**src/rtl/alu_sequencer.sv**
```systemverilog
// Front-end sequencer for the 8-bit ALU: queues operations in a FIFO, issues one
// at a time, waits a fixed datapath latency and returns the result on valid/ready.
module alu_sequencer #(
  parameter int DEPTH   = 4,
  parameter int LATENCY = 2
) (
  input  logic        clk,
  input  logic        reset,
  input  logic        in_valid,
  output logic        in_ready,
  input  logic [3:0]  in_opcode,
  input  logic [7:0]  in_a,
  input  logic [7:0]  in_b,
  output logic [3:0]  alu_opcode,
  output logic [7:0]  alu_a,
  output logic [7:0]  alu_b,
  input  logic [7:0]  alu_result,
  output logic        out_valid,
  input  logic        out_ready,
  output logic [7:0]  out_result,
  output logic [3:0]  out_opcode,
  output logic        busy,
  output logic [15:0] op_count
);

  localparam int PTR_W = $clog2(DEPTH);
  localparam int CNT_W = (LATENCY > 1) ? $clog2(LATENCY) : 1;
  localparam logic [3:0] OPC_NOP = 4'b0111;

  typedef struct packed {
    logic [3:0] opcode;
    logic [7:0] a;
    logic [7:0] b;
  } op_t;

  typedef enum logic [1:0] {IDLE, WAIT, DONE} state_t;

  op_t              mem [DEPTH];
  op_t              head;
  logic [PTR_W-1:0] wr_ptr, rd_ptr;
  logic [PTR_W:0]   count;
  logic [CNT_W-1:0] cnt;
  state_t           state;
  logic             push, pop;

  // Full/empty come from the registered count only, so a pop never frees a slot
  // for a push in the same cycle.
  assign in_ready = (count != (PTR_W + 1)'(DEPTH));
  assign push     = in_valid && in_ready;
  assign pop      = (state == IDLE) && (count != '0);
  assign busy     = (state != IDLE) || (count != '0);
  assign head     = mem[rd_ptr];

  // NOTE: payload storage has no reset; pointers and count alone define validity.
  always_ff @(posedge clk) begin
    if (push) mem[wr_ptr] <= {in_opcode, in_a, in_b};
  end

  always_ff @(posedge clk) begin
    if (reset) begin
      wr_ptr <= '0;
      rd_ptr <= '0;
      count  <= '0;
    end else begin
      if (push) wr_ptr <= wr_ptr + PTR_W'(1);
      if (pop)  rd_ptr <= rd_ptr + PTR_W'(1);
      case ({push, pop})
        2'b10:   count <= count + (PTR_W + 1)'(1);
        2'b01:   count <= count - (PTR_W + 1)'(1);
        default: count <= count;
      endcase
    end
  end

  always_ff @(posedge clk) begin
    if (reset) begin
      state      <= IDLE;
      cnt        <= '0;
      alu_opcode <= OPC_NOP;
      alu_a      <= '0;
      alu_b      <= '0;
      out_valid  <= 1'b0;
      out_result <= '0;
      out_opcode <= '0;
      op_count   <= '0;
    end else begin
      case (state)
        IDLE: begin
          if (pop) begin
            alu_opcode <= head.opcode;
            alu_a      <= head.a;
            alu_b      <= head.b;
            cnt        <= CNT_W'(LATENCY - 1);
            state      <= WAIT;
          end
        end
        WAIT: begin
          if (cnt == '0) begin
            out_result <= alu_result;
            out_opcode <= alu_opcode;
            out_valid  <= 1'b1;
            state      <= DONE;
          end else begin
            cnt <= cnt - CNT_W'(1);
          end
        end
        DONE: begin
          // Holding here is what stalls issue under back-pressure.
          if (out_ready) begin
            out_valid <= 1'b0;
            op_count  <= op_count + 16'd1;
            state     <= IDLE;
          end
        end
        default: state <= IDLE;
      endcase
    end
  end

endmodule

```
**config.mk**
```make
export PLATFORM = sky130hd
export DESIGN_NAME = alu_sequencer
export DESIGN_NICKNAME = d
export VERILOG_FILES = /design/src/rtl/alu_sequencer.sv
export SDC_FILE = /design/constraint.sdc
export NUM_CORES = 1
export LEC_CHECK = 0
export CORE_MARGIN = 3
export CORE_UTILIZATION = 57
export DETAILED_ROUTE_END_ITERATION = 16
export PLACE_DENSITY = 0.84
export SLEW_MARGIN = 20
export SYNTH_ARGS = -nofsm -noshare
export SYNTH_HDL_FRONTEND = slang
export SYNTH_SLANG_ARGS = --single-unit
```
**constraint.sdc**
```tcl
create_clock -name clk -period 4.65 [get_ports clk]
set_clock_uncertainty 0.15 [all_clocks]
set_input_delay 0.93 -clock clk [delete_from_list [all_inputs] [get_ports clk]]
set_output_delay 0.93 -clock clk [all_outputs]
set_load 0.005 [all_outputs]
```
# Word level (Yosys, flattened, before mapping)
# Memories as Yosys holds them, arrays and structs flattened. A register that Yosys moved wholly into a read port is not among the register bits.
# Cells that the tools add are included.
totals:
  mem_count: 1
  register_bits: 39
  ramBits: 80
  in_bits: 32
memory_table:
  columns: ["memory", "depth", "width", "rd", "rd_ports_with_merged_regs", "wr", "line", "source"]
  rows:
  - ["mem", 4, 20, 1, 1, 1, "38", "op_t mem [DEPTH];"]
classes:
  bitwise: 1
  n_mux: 13
  reduce_logical: 15
  n_eq_ne: 8
  n_addsub: 6
ops:
  columns: ["operator", "n"]
  rows:
  - ["16-bit by 1-bit adder with 16-bit output (second input constant)", 1]
  - ["2-bit AND reduction", 4]
  - ["2-bit nonzero test", 4]
  - ["1-bit two-way mux", 6]
  - ["2-bit two-way mux", 3]
  - ["2-bit != test (second input constant)", 3]
  - ["2-bit one-hot mux with 3 select lines", 1]
  - ["3-bit one-hot mux with 2 select lines", 1]
  - ["3-bit AND reduction", 2]
  - ["2-bit by 1-bit adder with 2-bit output (second input constant)", 2]
  - ["2-bit by 1-bit == test with 1-bit output (second input constant)", 2]
  - ["2-bit == test (second input constant)", 2]
  - ["1-bit one-hot mux with 2 select lines", 2]
  - ["3-bit by 1-bit adder with 3-bit output (second input constant)", 1]
  - ["3-bit != test (second input constant)", 1]
  - ["3-bit nonzero test", 1]
  - ["3-bit by 1-bit subtractor with 3-bit output (second input constant)", 1]
  - ["1-bit logical AND", 2]
  - ["2-bit logical NOT", 1]
  - ["1-bit logical OR", 1]
  - ["1-bit NOT", 1]
  - ["1-bit subtractor (second input constant)", 1]

# Depth between registers and ports, before layout
depth:
  depth_word: 4
  mapped_depth: 10
  depth_no_buf: 9

# Worst setup path before layout
# Ideal clock, no wire load.
synth_path:
  path_type: "input-to-reg"
  startpoint: "input port in_valid"
  endpoint: "register count[2]"
  required_ns: 4.430
  path_buffers: 0
  stages: 8
  setup_slack_ns: 2.132
  t_arrival_ns: 2.297
  cell_sequence: "and2_1 inv_1 ha_1 inv_1 fa_1 xor2_1 or3_1 a21oi_1"
synth_between:
  elab_chain_cells: 3
  word_cells_on_any_way: 5
  classes_between: "2 x eq/ne; 1 x mux; 2 x reduce/logical"
synth_lines:
  columns: ["item", "line", "source"]
  rows:
  - ["start, declared", "9", "input logic in_valid,"]
  - ["1-bit logical AND *", "49", "assign push = in_valid && in_ready;"]
  - ["2-bit by 1-bit == test with 1-bit output / 2-bit == test (equally long branches)", "67", "case ({push, pop})"]
  - ["3-bit one-hot mux with 2 select lines / 2-bit nonzero test (equally long branches)", null, null]
  - ["end signal, assigned", "68", "2'b10: count <= count + (PTR_W + 1)'(1);"]
  - ["end signal, assigned", "69", "2'b01: count <= count - (PTR_W + 1)'(1);"]
  - ["end signal, assigned", "70", "default: count <= count;"]
  - ["end, declared", "41", "logic [PTR_W:0] count;"]
# Mark *: on every way between the ends. The rest lies on a longest branch, timed or not.
# A chain may end at the register's enable or synchronous reset.

# Final worst setup path
layout_path:
  startpoint: "register count[2]"
  endpoint: "output port in_ready"
layout_between:
  elab_chain_cells: 1
layout_lines:
  columns: ["item", "line", "source"]
  rows:
  - ["3-bit != test", "48", "assign in_ready = (count != (PTR_W + 1)'(DEPTH));"]
  - ["end, declared", "10", "output logic in_ready,"]
# No other way between the ends.

==> impl_results.md <==
* Post-synth top area cell: edfxtp_1
* Vias per inst at 5.688
* Least-Margin Pin Slew at roughly 1100 ps
* CTS sink count at approximately 140
* Slowest stage delay, CP at 480 ps
* Clock Pin Slew Worst Setup and Hold Paths at 60 ps
* Max clock buf depth at 2
* Mapped Area at approximately 0.0053 mm²
* Layout cells sized above 1 at 0.1098
* Synthesized Nets at 435
* Top Family by Delay on Critical Path: buffers and inverters
* Max cap viols at 0
* Skew-Pair Late Insertion Delay at a little over 500 ps
* Final wirelength at 10970 µm
* Cell row count at 34
* Core area at between 0.008 and 0.009 mm²
* P&R area growth vs syn at 28.16%
* Avg Cell Area, Syn at between 10 and 15 µm²
* Power Dens Cells at roughly 600 mW/mm²
* #FFs+latches synth at 139
* H-tree depth at 4
* Placed standard-cell area at 0.006157 mm²
* Max IR drop VDD at between 200 and 300 µV
* WHS at 303.3 ps
* Pre-CTS worst setup slack at 1505 ps
* Final setup margin at 1778 ps
* Crit path capture type: output pin
* Die Height at 102.2 µm
* Final Non-Filler Cells at 600
* CP arrival at 1790 ps
* Cts hold-fix bufs at 0
* Drt initial violations at 260
* CTS tree: yes
* DR pass1 iterations at 5
* CP Class: reg -> out
* Vias in the first global route at around 3500
* GR Util All Layers at 0.2244
* Setup crit start kind: flop
* Maximum fanout along the worst path at 6
* Setup TNS at 0 ps
* GR Overflow Total at 0
* Top cell type's share of synthesized area at 0.4551
* Total Power at ~4 mW
* Status: finished, final reports clean
* CP max stage cell: clkdlybuf4s50_1
* Leak at 2.328 nW
* Syn. warnings at 0
* Count of final hold-check violations at 0
* Peak Freq at roughly 0.35 GHz
* Routability cong. at 0.7752
* Num CTS Buffers at 17
* Yosys cell types at 36
* Final Setup Violations at 0
* Largest net degree at the start of global routing at 60
* Post-CTS Setup Inserts at 0
* Final ANT Viol Nets at 0
* Tmin final at 2872 ps
* ANT cells at 0
* Top Ports at 83
* Cells along the critical path: or3b_1, clkdlybuf4s50_1
* Fill cells at 540
* Tcrit/Tclk final at 0.6177
* Final Max Tran Viols at 0
* CP Buf/Inv Count at 1
* Register area share after synthesis at 0.6788
* First-pass GRT wire length at 17320 µm
* Post-Synthesis Cells at 396
* Final Cell Area at roughly 0.0068 mm²
* Top post-synthesis cells by area: edfxtp_1 46%, dfxtp_1 22%, mux4_2 8.5%
* Total die area at 0.01045 mm²
* Resized cells post-CTS at 0
* Root Driver: clkbuf_8
* Slew HR at 0.2845
* Final #Nets at ~520
* Starting Density at 0.5966
* Unrepaired setup endpoints after global routing: false
* Initial antenna violation count at 0
* Port bufs at 82
* Total number of vias at 3413
* DR DRC count at 0
* Worst path required time at 3570 ps
* DP HPWL at between 6000 and 7000 µm
* Die width at roughly 100 µm
* Final core occ at 0.7646
* Drt wl/cell at 18.28 µm
* HP Class: reg -> reg
* # placed instances at 568
state kept, by name, summed over array words and instances (netlist names):
name,flops
out_valid,1
mem,80
rd_ptr,2
cnt,1
alu_opcode,4
alu_b,8
op_count,16
out_opcode,4
state,2
alu_a,8
wr_ptr,2
count,3
out_result,8
cells in the final DEF (no fill, tap or decap), types with 8 or more instances in the layout:
cell / netlist / layout
mux4_2: 20 / 20
clkbuf_16: 0 / 16
inv_1: 8 / 8
clkdlybuf4s50_1: 0 / 81
a21oi_1: 41 / 41
nor2_1: 21 / 21
edfxtp_1: 80 / 80
nand2_1: 73 / 73
xor2_1: 8 / 8
dfxtp_1: 59 / 59
worst min-delay path: stages (launching register included):
cell	delay (ps)
dfxtp_1	310
nand2_1	50
a21oi_1	50
layer usage:
| layer | vias to the layer above | part of all wire | GRT usage |
|---|---|---|---|
| li1 | 1591 | - | - |
| met1 | 1689 | 0.39 | 0.2617 |
| met2 | 124 | 0.53 | 0.3973 |
| met3 | 9 | 0.062 | 0.06007 |
| met4 | 0 | 0.012 | 0.08476 |
| met5 | - | 0 | 0 |
synthesized netlist by cell type:
| cell | number |
|---|---|
| or3_1 | 5 |
| or2_1 | 1 |
| nand3b_4 | 1 |
| dfxtp_1 | 59 |
| inv_2 | 1 |
| buf_2 | 4 |
| fa_1 | 1 |
| buf_6 | 1 |
| mux2i_1 | 1 |
| or4_1 | 2 |
| nand2b_1 | 1 |
| xnor2_1 | 7 |
| edfxtp_1 | 80 |
| o21bai_1 | 1 |
| nor4_1 | 1 |
| nand3b_1 | 4 |
| and4b_1 | 1 |
| nand3_1 | 6 |
| nor2b_1 | 1 |
| or3b_1 | 1 |
| o21ai_0 | 5 |
| or2_2 | 1 |
| nand4_1 | 5 |
| clkbuf_1 | 15 |
| nand2_1 | 73 |
| o31ai_1 | 2 |
| xor2_1 | 8 |
| and4_1 | 1 |
| nor3_1 | 3 |
| mux4_2 | 20 |
| inv_1 | 8 |
| and3_1 | 6 |
| nor2_1 | 21 |
| and2_1 | 2 |
| ha_1 | 6 |
| a21oi_1 | 41 |
kinds of logic (layout without fill, tap and decap cells):
group | Yosys count | count (layout) | synth area share
flops | 139 | 139 | 0.6788
xor+xnor | 15 | 15 | 0.02489
mux | 21 | 21 | 0.08722
buf+inv | 29 | 125 | 0.02299
fa+ha+maj | 7 | 7 | 0.01801
compound gates | 49 | 49 | 0.04788
simple gates | 136 | 136 | 0.1202
path summary, 6_finish.rpt:
path / start / endpoint / slack (ps) / cells past startpoint
setup reg to reg: state[1] / count[2] / 1930 / 9
setup / recovery: count[2] / in_ready / 1780 / 2
hold reg to reg: alu_b[5] / alu_b[5] / 300 / 2
hold / removal: alu_b[5] / alu_b[5] / 300 / 2
where the power goes:
group	switching [mW]	internal (mW)
Sequential	0.151	1.51
Combinational	0.494	0.495
Clock	0.493	0.884
Total	1.14	2.89
cell type report:
| cell class | count | area, µm² | share of cell area |
|---|---|---|---|
| clock buffers | 21 | 439.2 | 0.06492 |
| clock inverters | 11 | 167.7 | 0.02478 |
| inverters | 9 | 33.78 | 0.004994 |
| multi-input cells | 228 | 1575 | 0.2328 |
| flip-flops and latches | 139 | 3583 | 0.5297 |
| well taps | 108 | 135.1 | 0.01997 |
| repair buffers | 84 | 830.8 | 0.1228 |
(Power assumes the default switching activity.)
